## src/rtl/bi_set_reg_bank.sv

```systemverilog
// BiSet register bank: LENGTH registers at ADDR..ADDR+LENGTH-1, each RW (optionally shadowed
// behind a commit strobe) or W1C hardware status. Bus: setCtrl_i = {strobe, write, addr[15:0]}, setReply_o = {ack, rdata[31:0]}.

module bi_set_reg_lane #(
  parameter int              WIDTH  = 32,
  parameter logic [WIDTH-1:0] RST   = '0,
  parameter bit              W1C    = 1'b0,
  parameter bit              SHADOW = 1'b0
) (
  input  logic             clk_i,
  input  logic             rst_i,
  input  logic             hit,
  input  logic             we,
  input  logic [WIDTH-1:0] wdata,
  input  logic [WIDTH-1:0] hw_set,
  input  logic             commit,
  output logic [WIDTH-1:0] val,
  output logic             evt,
  output logic             dirty,
  output logic [32:0]      reply
);
  logic [WIDTH-1:0] shadow;
  logic [WIDTH-1:0] rd_val;
  logic             wr, rd;
  logic             unused_lane;

  assign wr          = hit & we;
  assign rd          = hit & ~we;
  assign rd_val      = (SHADOW && !W1C) ? shadow : val;
  assign unused_lane = ^{hw_set, commit};

  always_ff @(posedge clk_i) begin
    if (rst_i) begin
      val    <= RST;
      shadow <= RST;
      dirty  <= 1'b0;
      evt    <= 1'b0;
      reply  <= '0;
    end else begin
      evt   <= 1'b0;
      // Write replies carry zero data so the bank-level OR merge stays clean.
      reply <= {hit, rd ? 32'(rd_val) : 32'd0};
      if (W1C) begin
        val <= (val & ~(wr ? wdata : '0)) | hw_set;
        evt <= wr;
      end else if (SHADOW) begin
        // Commit applies the pre-write shadow; a same-cycle write stays pending.
        if (commit && dirty) begin
          val <= shadow;
          evt <= 1'b1;
        end
        if (wr) begin
          shadow <= wdata;
          dirty  <= 1'b1;
        end else if (commit) begin
          dirty <= 1'b0;
        end
      end else if (wr) begin
        val <= wdata;
        evt <= 1'b1;
      end
    end
  end
endmodule

module bi_set_reg_bank #(
  parameter logic [15:0]       ADDR     = 16'd1,
  parameter int                LENGTH   = 2,
  parameter int                WIDTH    = 32,
  parameter logic [31:0]       RESET    = '0,
  parameter logic [LENGTH-1:0] W1C_MASK = '0,
  parameter bit                SHADOW   = 1'b0
) (
  input  logic                          clk_i,
  input  logic                          rst_i,
  output logic [LENGTH-1:0][WIDTH-1:0]  val_o,
  output logic [LENGTH-1:0]             event_o,
  input  logic [LENGTH-1:0][WIDTH-1:0]  hwSet_i,
  input  logic                          commit_i,
  output logic                          pending_o,
  input  logic [17:0]                   setCtrl_i,
  input  logic [31:0]                   setWrite_i,
  output logic [32:0]                   setReply_o
);
  logic [LENGTH-1:0]        dirty;
  logic [LENGTH-1:0][32:0]  lane_reply;
  logic                     unused_top;

  assign unused_top = ^setWrite_i;
  assign pending_o  = |dirty;

  for (genvar i = 0; i < LENGTH; i++) begin : g_lane
    localparam logic [15:0] LA = ADDR + 16'(i);
    logic hit;
    assign hit = setCtrl_i[17] && (setCtrl_i[15:0] == LA);

    bi_set_reg_lane #(
      .WIDTH  (WIDTH),
      .RST    (RESET[WIDTH-1:0]),
      .W1C    (W1C_MASK[i]),
      .SHADOW (SHADOW)
    ) u_lane (
      .clk_i  (clk_i),
      .rst_i  (rst_i),
      .hit    (hit),
      .we     (setCtrl_i[16]),
      .wdata  (setWrite_i[WIDTH-1:0]),
      .hw_set (hwSet_i[i]),
      .commit (commit_i),
      .val    (val_o[i]),
      .evt    (event_o[i]),
      .dirty  (dirty[i]),
      .reply  (lane_reply[i])
    );
  end

  // Only the addressed lane can drive a nonzero reply, so OR is a lossless merge.
  always_comb begin
    setReply_o = '0;
    for (int i = 0; i < LENGTH; i++) setReply_o = setReply_o | lane_reply[i];
  end
endmodule
```

## config.mk

```make
export PLATFORM = sky130hd
export DESIGN_NAME = bi_set_reg_bank
export DESIGN_NICKNAME = d
export VERILOG_FILES = /design/src/rtl/bi_set_reg_bank.sv
export SDC_FILE = /design/constraint.sdc
export NUM_CORES = 1
export LEC_CHECK = 0
export ABC_CLOCK_PERIOD_IN_PS = 2200
export CORE_ASPECT_RATIO = 0.7
export CORE_MARGIN = 3
export CORE_UTILIZATION = 33
export DETAILED_ROUTE_END_ITERATION = 8
export GPL_ROUTABILITY_DRIVEN = 1
export GPL_TIMING_DRIVEN = 0
export PLACE_DENSITY_LB_ADDON = 0.12
export SLEW_MARGIN = 5
export SYNTH_ARGS = -nofsm -noshare
export SYNTH_HDL_FRONTEND = slang
export SYNTH_SLANG_ARGS = --single-unit
```

## constraint.sdc

```tcl
create_clock -name clk_i -period 2.2 [get_ports clk_i]
set_input_delay 0.22 -clock clk_i [delete_from_list [all_inputs] [get_ports clk_i]]
set_output_delay 0.22 -clock clk_i [all_outputs]
set_load 0.01 [all_outputs]
```

=== After elaboration in Yosys (flattened, before gate mapping) ===
Cells that the tools add are included.

* Reduce and logical (&&, ||, !) cells: 4
* Equal/unequal tests: 2
* Bitwise logic cells: 8
* Mux-type cells: 2

{| class="wikitable"
|+ Operators by type and width
! operator !! number
|-
| $or A33 B33 Y33 || 1
|-
| $eq A16 B1 Y1 const B || 1
|-
| $eq A16 B2 Y1 const B || 1
|-
| $and A1 B1 Y1 || 4
|-
| $reduce_or A2 Y1 || 2
|-
| $not A1 Y1 || 3
|-
| $logic_and A1 B1 Y1 || 2
|-
| $mux W1 || 2
|}

* Input port bits: 117
* Logic and storage cells: 24
* Register bits: 132

=== Logic depth before layout (Yosys ltp) ===
* Depth after elaboration: 5
* Mapped depth: 6

=== By module ===
From an unflattened synthesis, not the netlist that was laid out.

* Cell total of the unflattened synthesis: 483
* Area total of the unflattened synthesis: 4954.8 µm²

{| class="wikitable"
|+ By module, submodules not included
! module !! area an instance (µm²) !! instances !! cells each
|-
| bi_set_reg_lane || 2336.0 || 2 || 221
|-
| bi_set_reg_bank || 282.8 || 1 || 41
|}

=== Worst setup path after synthesis ===
OpenSTA, ideal clock, no wires.

* Kind: input port to flip-flop
* Start: input port setCtrl_i[5]
* End: register g_lane[1].u_lane.reply[0]
* Path buffers: 2
* Data required time: 2141 ps
* Path slack: 692 ps
* Setup time: 59 ps
* Stages on the path: 6
* Data arrival time: 1449 ps
* Cells stage by stage: nor4_2 nand4_2 buf_6 nor4_4 clkbuf_2 and2_1

* Longest elaborated chain between the ends: 5

{| class="wikitable"
|+ RTL lines
! what !! RTL line !! text
|-
| from (decl) || 81 || <nowiki>input logic [17:0] setCtrl_i,</nowiki>
|-
| $eq A16 B2 Y1 || 95 || <nowiki>assign hit = setCtrl_i[17] && (setCtrl_i[15:0] == LA);</nowiki>
|-
| $logic_and A1 B1 Y1 || 95 ||
|-
| $and A1 B1 Y1 || 28 || <nowiki>assign rd = hit & ~we;</nowiki>
|-
| $not A1 Y1 (no source line) || - ||
|-
| $reduce_or A2 Y1 (no source line) || - ||
|-
| to (signal assigned) || 42 || <nowiki>reply <= {hit, rd ? 32'(rd_val) : 32'd0};</nowiki>
|-
| to (decl) || 20 || <nowiki>output logic [32:0] reply</nowiki>
|}

Every way passes these cells.
A chain may end at the register's enable or synchronous reset.

=== Worst setup path after layout ===
* Start: input port setCtrl_i[5]
* End: register g_lane[1].u_lane.reply[23]

Same word-level chain as after synthesis.

==> results.sh <==
export IMPL_placed_area_sq_um=6300
export IMPL_cts_buffers=17
export IMPL_crit_path_start_kind="input pin"
export IMPL_cts_hold_fix_buffers=0
export IMPL_cts_num_sinks=132
export IMPL_syn_inst=484
export IMPL_path_class="in -> reg"
export IMPL_ios=217
export IMPL_clk_pin_slew_ns=0.06
export IMPL_ff2ff_setup_slack_ns=1.49
export IMPL_min_period_over_period_pct=91.2
export IMPL_initial_utilization_pct=34.3
export IMPL_antenna_found_initial=0
export IMPL_cp_data_arrival_time_ns=2.36
export IMPL_num_rows=35
export IMPL_utilization_pct=52.0
export IMPL_fin_area_sq_um=6950
export IMPL_yosysSeqAreaShare_pct=57.7
export IMPL_dpl_cell_count=818
export IMPL_drive_above_1_share_pct=13.5
export IMPL_final_cell_mix="clkdlybuf4s50_1 (149), dfxtp_1 (132)"
export IMPL_hold_viol_final=0
export IMPL_drc=0
export IMPL_wl_mm=13.9
export IMPL_multi_input_area_sq_um=1740
export IMPL_die_area_sq_um=15300
export IMPL_worstHoldPathType="in -> reg"
export IMPL_final_common_cell="clkdlybuf4s50_1"
export IMPL_syn_nets=601
export IMPL_fill_cells=1234
export IMPL_io_buffers=149
export IMPL_synth_ff_type="dfxtp_1"
export IMPL_yosysUniqueCellTypes=22
export IMPL_die_y_um=105
export IMPL_critPathMaxFanout=10
export IMPL_cap_violations=0
export IMPL_wl_per_cell_um=16.3
export IMPL_max_slew_margin_pct=61.6
export IMPL_regArea_sq_um=2640
export IMPL_worstMarginPinSlew_ns=0.576
export IMPL_vias_per_cell=4.77
export IMPL_worstPathRequired_ns=2.55
export IMPL_clk_latency_ns=0.41
export IMPL_layout_nets=769
export IMPL_worst_clock_skew_ns=0.00478
export IMPL_dr_pass1_iters=4
export IMPL_vdd_drop_max_mv=0.568
export IMPL_layout_min_cycle_time_ns=2.01
export IMPL_setup_viol=0
export IMPL_synthToLayoutAreaGrowth_pct=51.8
export IMPL_reg2reg_to="g_lane[1].u_lane.val[5]"
export IMPL_grt_pass1_vias=3981
export IMPL_fin_hold_ws_ns=0.416
export IMPL_grtUsageTotal_pct=18.1
export IMPL_crit_end="g_lane[1].u_lane.reply[23]"
export IMPL_fin_cells=850
export IMPL_max_clock_path_buffers=2
export IMPL_slew_violations=0
export IMPL_n_antenna_cell=0
export IMPL_powerDensity_nw_per_um2=806
export IMPL_ant_nets=0
export IMPL_max_freq_mhz=498
export IMPL_core_sq_um=13400
export IMPL_cp_startpoint="setCtrl_i[5]"
export IMPL_p_leak_nw=2.58
export IMPL_ys_async_sr_fraction_pct=0
export IMPL_status="completed"
export IMPL_grt_max_degree=17
export IMPL_avgSynthCellArea_sq_um=9.46
export IMPL_vias=4054
export IMPL_synth_area_sq_um=4580
export IMPL_grt_pass1_wl_mm=21.9
export IMPL_tritoncts="yes"
export IMPL_end_kind="register"
export IMPL_drt_iter0_markers=284
export IMPL_r2r_start="g_lane[1].u_lane.val[5]"
export IMPL_reg2regPathDepth=2
export IMPL_ys_warn_count=0
export IMPL_cts_root_buf="clkbuf_16"
export IMPL_synth_edff_count=0
export IMPL_place_congestion=0.796
export IMPL_htreeDepth=4
export IMPL_synth_seq_cells=132
export IMPL_postCtsSetupBuffers=0
export IMPL_overflow=0
export IMPL_setup_tns_ns=0
export IMPL_hpwlAfterDp_mm=10.1
export IMPL_die_w_um=147
[worst min path at each step]
| stage | cells past startpoint | end | from | slack (ns) |
|---|---|---|---|---|
| 2_1_floorplan | 2 | g_lane[0].u_lane.val[0] | setWrite_i[0] | 0.37 |
| 3_3_place_gp | 1 | g_lane[1].u_lane.reply[18] | g_lane[1].u_lane.val[18] | 0.46 |
| 3_5_place_dp | 1 | g_lane[1].u_lane.reply[17] | g_lane[1].u_lane.val[17] | 0.47 |
| 4_1_cts | 3 | g_lane[0].u_lane.val[17] | setWrite_i[17] | 0.39 |
| 5_1_grt | 3 | g_lane[1].u_lane.val[12] | setWrite_i[12] | 0.42 |
| 6_report | 3 | g_lane[1].u_lane.val[12] | setWrite_i[12] | 0.42 |
[state kept, by name, summed over array words and instances (netlist names)]
name / cells
g_lane.u_lane.evt: 2
g_lane.u_lane.reply: 66
g_lane.u_lane.val: 64
[critical path, stage by stage]
cell	delay, ns
clkdlybuf4s50_1	0.41
nor4_2	0.40
nand4_4	0.26
buf_6	0.22
nor4_4	0.31
clkbuf_2	0.34
and2_1	0.18
[synthesized netlist by cell type (all sizes together) (2+ instances only)]
| master | n | area share, % |
|---|---|---|
| o21ai | 64 | 7.0 |
| buf | 11 | 1.5 |
| and2 | 64 | 8.7 |
| dfxtp | 132 | 58 |
| a21oi | 64 | 7.0 |
| nor4 | 6 | 1.7 |
| nor2 | 2 | 0.16 |
| nand3 | 64 | 7.0 |
| nand2b | 2 | 0.27 |
| clkbuf | 32 | 2.8 |
| nor3 | 3 | 0.33 |
| or2 | 35 | 4.8 |
[metrics by stage]
| stage | power, mW | worst slack [ns] |
|---|---|---|
| after floorplan | 2.49 | 0.692 |
| after global placement | 2.62 | -0.352 |
| after detailed placement | 2.62 | -0.354 |
| after CTS | 5.65 | 0.0753 |
| after global routing | 5.76 | -0.0184 |
| final | 5.60 | 0.193 |
[timing repair]
action	4_1_cts	5_1_grt
endpoints found under the hold margin	0	0
endpoints found under the setup margin	0	19
gates resized for setup	0	1
[cell type report]
| type | count | area share, % |
|---|---|---|
| Timing Repair Buffer | 149 | 21.5 |
| Tap cell | 185 | 3.33 |
| Clock buffer | 18 | 6.32 |
| Sequential cell | 132 | 38.0 |
| Buffer | 43 | 2.83 |
| Inverter | 1 | 0.0540 |
| Multi-Input combinational cell | 308 | 25.1 |
| Clock inverter | 14 | 2.88 |
[routing by layer]
| layer | up-vias | GRT usage, % | routed length (um) |
|---|---|---|---|
| li1 | 1982 | - | - |
| met1 | 1894 | 25.0 | 6410 |
| met2 | 167 | 26.8 | 6030 |
| met3 | 11 | 6.37 | 1300 |
| met4 | 0 | 5.23 | 112 |
| met5 | - | 0 | 0 |
[cells by family (layout without fill, tap and decap cells)]
kind of cell	after synthesis	count (layout)	synth area share, %
compound gates	128	128	14.0
buf+inv	44	225	4.37
flops	132	132	57.7
simple gates	179	179	23.8
other cells	1	1	0.0819
[where the power goes]
group	switching (mW)	internal, mW	total [mW]
logic	0.0915	0.0919	0.183
registers	0.00000391	2.39	2.39
clock network	1.08	1.94	3.02
(Power assumes the default switching activity.)
